File: src/rtl/uart_rx_pkg.sv
// uart_rx_pkg: link-wide UART defaults and receiver state encoding, shared with the transmitter.
package uart_rx_pkg;
    localparam int CLKS_PER_BIT_DEF = 868;
    localparam int DATA_BITS_DEF = 8;
    typedef enum logic [1:0] {
        IDLE  = 2'd0,
        START = 2'd1,
        DATA  = 2'd2,
        STOP  = 2'd3
    } state_t;
endpackage

File: src/rtl/uart_rx_sync.sv
// uart_rx_sync: two-flop synchronizer for the serial line plus a history flop for falling-edge detect.
module uart_rx_sync (
    input  logic clk,
    input  logic rst,
    input  logic rx_in,
    output logic rx_s,
    output logic fall_edge
);
    logic [2:0] sr;
    always_ff @(posedge clk or posedge rst) begin
        if (rst) sr <= 3'b111;
        else     sr <= {sr[1:0], rx_in};
    end
    assign rx_s = sr[1];
    assign fall_edge = sr[2] & ~sr[1];
endmodule

File: src/rtl/uart_rx.sv
// uart_rx: 8N1 serial receiver with holding register, full/ack handshake, framing and overrun flags.
module uart_rx
    import uart_rx_pkg::*;
#(
    parameter int CLKS_PER_BIT = CLKS_PER_BIT_DEF,
    parameter int DATA_BITS = DATA_BITS_DEF
) (
    input  logic                 CLOCK_50,
    input  logic                 reset,
    input  logic                 rx_in,
    input  logic                 rx_ack,
    output logic [DATA_BITS-1:0] rx_data,
    output logic                 rx_full,
    output logic                 frame_err,
    output logic                 overrun,
    output logic                 busy
);
    localparam int CW = $clog2(CLKS_PER_BIT);
    localparam int IW = $clog2(DATA_BITS + 1);
    localparam logic [CW-1:0] HALF_LAST = CW'(CLKS_PER_BIT / 2 - 1);
    localparam logic [CW-1:0] BIT_LAST = CW'(CLKS_PER_BIT - 1);
    localparam logic [IW-1:0] IDX_LAST = IW'(DATA_BITS - 1);

    logic rx_s;
    logic fall_edge;
    state_t state;
    logic [CW-1:0] cnt;
    logic [IW-1:0] idx;
    logic [DATA_BITS-1:0] shreg;

    uart_rx_sync u_sync (
        .clk       (CLOCK_50),
        .rst       (reset),
        .rx_in     (rx_in),
        .rx_s      (rx_s),
        .fall_edge (fall_edge)
    );

    always_ff @(posedge CLOCK_50 or posedge reset) begin
        if (reset) begin
            state     <= IDLE;
            cnt       <= '0;
            idx       <= '0;
            shreg     <= '0;
            rx_data   <= '0;
            rx_full   <= 1'b0;
            frame_err <= 1'b0;
            overrun   <= 1'b0;
            busy      <= 1'b0;
        end else begin
            cnt       <= cnt + 1'b1;
            frame_err <= 1'b0;
            if (rx_ack && rx_full) begin
                rx_full <= 1'b0;
                overrun <= 1'b0;
            end
            case (state)
                IDLE: if (fall_edge) begin
                    state <= START;
                    cnt   <= '0;
                    busy  <= 1'b1;
                end
                START: if (cnt == HALF_LAST) begin
                    cnt   <= '0;
                    idx   <= '0;
                    state <= rx_s ? IDLE : DATA;
                    busy  <= ~rx_s;
                end
                DATA: if (cnt == BIT_LAST) begin
                    cnt   <= '0;
                    shreg <= {rx_s, shreg[DATA_BITS-1:1]};
                    idx   <= idx + 1'b1;
                    if (idx == IDX_LAST) state <= STOP;
                end
                STOP: if (cnt == BIT_LAST) begin
                    cnt   <= '0;
                    state <= IDLE;
                    busy  <= 1'b0;
                    if (rx_s) begin
                        rx_data <= shreg;
                        rx_full <= 1'b1;
                        // An ack on this same edge consumes the old byte, so no overrun.
                        if (rx_full && !rx_ack) overrun <= 1'b1;
                    end else begin
                        frame_err <= 1'b1;
                    end
                end
            endcase
        end
    end
endmodule

File: config.mk
export PLATFORM = sky130hd
export DESIGN_NAME = uart_rx
export DESIGN_NICKNAME = d
export VERILOG_FILES = /design/src/rtl/uart_rx_pkg.sv /design/src/rtl/uart_rx_sync.sv /design/src/rtl/uart_rx.sv
export SDC_FILE = /design/constraint.sdc
export NUM_CORES = 1
export LEC_CHECK = 0
export CAP_MARGIN = 15
export CORE_UTILIZATION = 32
export CTS_CLUSTER_DIAMETER = 30
export DETAILED_ROUTE_END_ITERATION = 10
export PLACE_DENSITY_LB_ADDON = 0.05
export RECOVER_POWER = 25
export SLEW_MARGIN = 30
export SYNTH_ARGS = -nofsm -noshare
export SYNTH_HDL_FRONTEND = slang
export SYNTH_HIERARCHICAL = 1
export SYNTH_SLANG_ARGS = --single-unit
File: constraint.sdc
create_clock -name CLOCK_50 -period 1.96 [get_ports CLOCK_50]
set_input_delay 0.392 -clock CLOCK_50 [delete_from_list [all_inputs] [get_ports CLOCK_50]]
set_output_delay 0.392 -clock CLOCK_50 [all_outputs]
set_load 0.05 [all_outputs]
==> results_tabular.tex <==
\begin{tabular}{lr}
\hline
Metric & Value \\
\hline
\multicolumn{2}{l}{\textbf{Global routing}} \\
\quad Global-route usage over all layers & 13.3\% \\
\quad Maximum number of pins on one net before global-route repair & 37 \\
\quad GRT overflow & 0 \\
\quad Antenna violations before repair & 0 \\
\quad Vias in the first global route & 1299 \\
\quad First-pass GRT wire length & 6.00 mm \\
\multicolumn{2}{l}{\textbf{Power and ir drop}} \\
\quad Cell Pwr Density & 884 mW/mm\^{}2 \\
\quad Leakage component of the power & 0.00104 uW \\
\quad Clock share of power & 34.0\% \\
\quad Switch share & 26.9\% \\
\quad Combinational Power Share & 19.1\% \\
\quad Internal power of the cells & 1480 uW \\
\quad Maximum VDD drop & 0.654 mV \\
\quad Reported net switching power & 546 uW \\
\quad Overall power of the completed layout & 2030 uW \\
\quad Sequential group share of total power & 46.9\% \\
\multicolumn{2}{l}{\textbf{Synth}} \\
\quad Seq cells post-synth & 39 \\
\quad Adder-Cell Fraction of Synth Area & 2.12\% \\
\quad Area share of the largest cell type after synthesis & 50.8\% \\
\quad Area fraction in compound gates after synthesis & 6.00\% \\
\quad Mean post-synth cell area & 11.8 um\^{}2 \\
\quad Synth area leader & sky130\_fd\_sc\_hd\_\_dfrtp\_1 \\
\quad Commonest cells in the synthesized netlist & 36 x sky130\_fd\_sc\_hd\_\_dfrtp\_1, 13 x sky130\_fd\_sc\_hd\_\_nor2\_1, 11 x sky130\_fd\_sc\_hd\_\_mux2\_2, 9 x sky130\_fd\_sc\_hd\_\_inv\_1, 6 x sky130\_fd\_sc\_hd\_\_nand2\_1 \\
\quad Dominant cells by area after synthesis & sky130\_fd\_sc\_hd\_\_dfrtp\_1 51\%, sky130\_fd\_sc\_hd\_\_mux2\_2 7.0\%, sky130\_fd\_sc\_hd\_\_dfstp\_2 4.4\% \\
\quad Ys async rst share & 100\% \\
\quad Parity-gate share of the synthesized area counting xor and xnor cells & 4.94\% \\
\quad Most frequent cell after synthesis & sky130\_fd\_sc\_hd\_\_dfrtp\_1 \\
\quad Simple logic cell fraction of the synthesized area & 17.9\% \\
\quad Synth Net Count & 157 \\
\quad Synthesis warning total & 6 \\
\quad Number of enable flip-flop cells after synthesis & 0 \\
\quad Post-synthesis mux area share & 10.4\% \\
\quad Seq/Total Area, Yosys & 55.3\% \\
\quad Largest family of logic cells by synthesized area & simple AND/OR/NAND/NOR gates \\
\quad Flip-flop cell with the highest count after synthesis & sky130\_fd\_sc\_hd\_\_dfrtp\_1 \\
\quad Gate count of the mapped netlist & 150 \\
\quad Summed instance area of the synthesized netlist & 0.00177 mm\^{}2 \\
\quad Count of distinct cell types in the synthesized netlist & 40 \\
\multicolumn{2}{l}{\textbf{Critical path}} \\
\quad Minimum setup slack among reg-to-reg paths & 50 ps \\
\quad CP Capture Point & shreg[1] \\
\quad Critical path start-end classification & reg -> reg \\
\quad Top fanout value on the critical path & 9 \\
\quad Endpoint of the worst register-to-register path & shreg[1] \\
\quad Startpoint types & flip-flop \\
\quad CP endpoint kind & flip-flop \\
\quad Arrival time reported for the critical path endpoint & 2090 ps \\
\quad Beginning of the worst register-to-register path & cnt[3] \\
\quad Worst r2r path cells & 4 \\
\quad Endpoint required time on the critical path & 2140 ps \\
\quad Critical path launch point & cnt[3] \\
\multicolumn{2}{l}{\textbf{Place}} \\
\quad Global placer's final weighted congestion & 0.883 \\
\quad I/O Buffers & 15 \\
\quad Post-Place Cell Area & 0.00214 mm\^{}2 \\
\quad Placed cell count & 249 \\
\quad DPL Wire Length & 2.43 mm \\
\multicolumn{2}{l}{\textbf{Clocking}} \\
\quad Library cell used as clock root buffer & sky130\_fd\_sc\_hd\_\_clkbuf\_8 \\
\quad Clock buffer count from CTS & 5 \\
\quad Number of hold buffers added after cts & 0 \\
\quad Htree depth & 2 \\
\quad Bufs on Longest Clock Path & 2 \\
\quad Clock transition at path regs & 80 ps \\
\quad Worst-Skew Late Latency & 290 ps \\
\quad Clock sink total & 39 \\
\quad Buffers inserted during post-CTS setup optimization & 0 \\
\quad Post-cts repair resize count & 0 \\
\quad TritonCTS clock tree & yes \\
\multicolumn{2}{l}{\textbf{Die}} \\
\quad DIE WIDTH & 76.4 um \\
\quad Area of the placeable core & 0.00520 mm\^{}2 \\
\quad Top-Level Pins & 16 \\
\quad Die area & 0.00584 mm\^{}2 \\
\quad Placement Rows & 26 \\
\quad Die Ht & 76.4 um \\
\quad Initial standard-cell utilization of the core & 34.1\% \\
\multicolumn{2}{l}{\textbf{Routing}} \\
\quad Detailed-routed wire length on met3 & 112 um \\
\quad Via total after detailed routing & 1222 \\
\quad First DRT Iteration DRCs & 53 \\
\quad Detail-routed net length per standard cell & 13.4 um \\
\quad Overall routed net length & 3.44 mm \\
\quad Wire length on met1 & 1.58 mm \\
\quad First drt pass iteration count & 4 \\
\quad Antenna Violating Nets Remaining & 0 \\
\quad Post-detailed-route via-to-cell ratio & 4.75 \\
\quad Highest metal layer used by the detailed router & met4 \\
\quad DRC violations left & 0 \\
\quad Met2 WL & 1.70 mm \\
\multicolumn{2}{l}{\textbf{STA}} \\
\quad Final hold violations & 0 \\
\quad Maximum clock skew at final layout & 5.18 ps \\
\quad Count of final setup violators & 0 \\
\quad Maximum operating frequency & 0.523 GHz \\
\quad Final Hold Slack & 371 ps \\
\quad Worst slew pin tran & 915 ps \\
\quad Final critical path time including I/O delays and setup & 1910 ps \\
\quad TNS Setup & 0 ps \\
\quad Number of slew-limit violations in the final report & 0 \\
\quad Max-slew headroom & 39.0\% \\
\quad Period utilization & 97.6\% \\
\multicolumn{2}{l}{\textbf{Flow run}} \\
\quad Max-capacitance violation count & 0 \\
\multicolumn{2}{l}{\textbf{Final layout}} \\
\quad Fin area & 0.00229 mm\^{}2 \\
\quad Number of antenna diodes & 0 \\
\quad Filler cells & 487 \\
\quad Share of cells above drive strength 1 & 28.3\% \\
\quad Post-route non-filler standard cell count & 257 \\
\quad Nets & 193 \\
\quad Layout-stage area growth over the synthesis result & 29.2\% \\
\multicolumn{2}{l}{\textbf{Hold path}} \\
\quad Class of the tightest hold or removal check & reg -> reg \\
\multicolumn{2}{l}{\textbf{Status}} \\
\quad Run status & completed \\
\hline
\end{tabular}
## routing by layer
layer | track usage (%) | up-vias
li1 | - | 598
met1 | 16.0 | 598
met4 | 7.31 | 0
met2 | 21.4 | 20
met3 | 3.71 | 6
met5 | 0 | -
## cells in the final DEF (no fill, tap or decap), types with 5 or more instances in the layout
master and instances:
sky130_fd_sc_hd__nand2_1 6, sky130_fd_sc_hd__nor2_1 13, sky130_fd_sc_hd__xnor2_1 5, sky130_fd_sc_hd__nor3_1 5
sky130_fd_sc_hd__a21oi_1 5, sky130_fd_sc_hd__clkdlybuf4s50_1 13, sky130_fd_sc_hd__inv_1 9, sky130_fd_sc_hd__buf_4 15
sky130_fd_sc_hd__dfrtp_1 36, sky130_fd_sc_hd__clkbuf_8 6, sky130_fd_sc_hd__xor2_1 5, sky130_fd_sc_hd__mux2_2 11
## how the worst min path moves through the flow
| stage | startpoint | endpoint | cells past startpoint |
|---|---|---|---|
| after detailed placement | u_sync/sr[0] | u_sync/sr[1] | 0 |
| after global routing | u_sync/sr[0] | u_sync/sr[1] | 0 |
| final | u_sync/sr[0] | u_sync/sr[1] | 0 |
| after global placement | u_sync/sr[0] | u_sync/sr[1] | 0 |
| after CTS | u_sync/sr[0] | u_sync/sr[1] | 0 |
| after floorplan | reset | u_sync/sr[0] | 1 |
## registers in the layout (all words and copies together) (netlist names), named ones only
register   flops
u_sync/sr      3
shreg          8
state          1
idx            4
frame_err      1
rx_data        8
busy           1
cnt           10
rx_full        1
## worst max-delay path: stages, from the launching register on
cell                      delay (ps)
sky130_fd_sc_hd__dfrtp_1         400
sky130_fd_sc_hd__or3b_4          400
sky130_fd_sc_hd__or4_4           550
sky130_fd_sc_hd__buf_6           160
sky130_fd_sc_hd__mux2_4          290
## metrics by stage
stage	util (%)	worst slack, ps
after global placement	41.0	57.9
final	44.0	47.9
after detailed placement	41.0	26.2
after CTS	43.3	3.83
after floorplan	-	-65.7
after global routing	44.0	-1.02
## kinds of logic after synthesis
group,Yosys count
buffers and inverters,14
xor gates and xnor gates,10
muxes,15
DFF,39
and+or+nand+nor,52
adders and majority gates,3
AOI/OAI and AO/OA,17
## power by group through the flow
stage | logic (uW) | registers, uW | clock network [uW]
detailed placement | 377 | 954 | 0
global route | 433 | 962 | 743
global placement | 378 | 950 | 0
finish | 387 | 951 | 688
CTS | 378 | 939 | 714
floorplan | 181 | 998 | 0
## cell type report
class                      count  area, um^2  share of cell area [%]
clock buffer                   6        82.6                    3.60
clock inverter                 2        35.0                    1.53
inverter                       9        33.8                    1.47
multi-input combinational     97         771                    33.6
sequential                    39         980                    42.8
tap                           70        87.6                    3.82
timing repair buffer          34         302                    13.2
No activity file was read; power rests on OpenSTA's default activity.
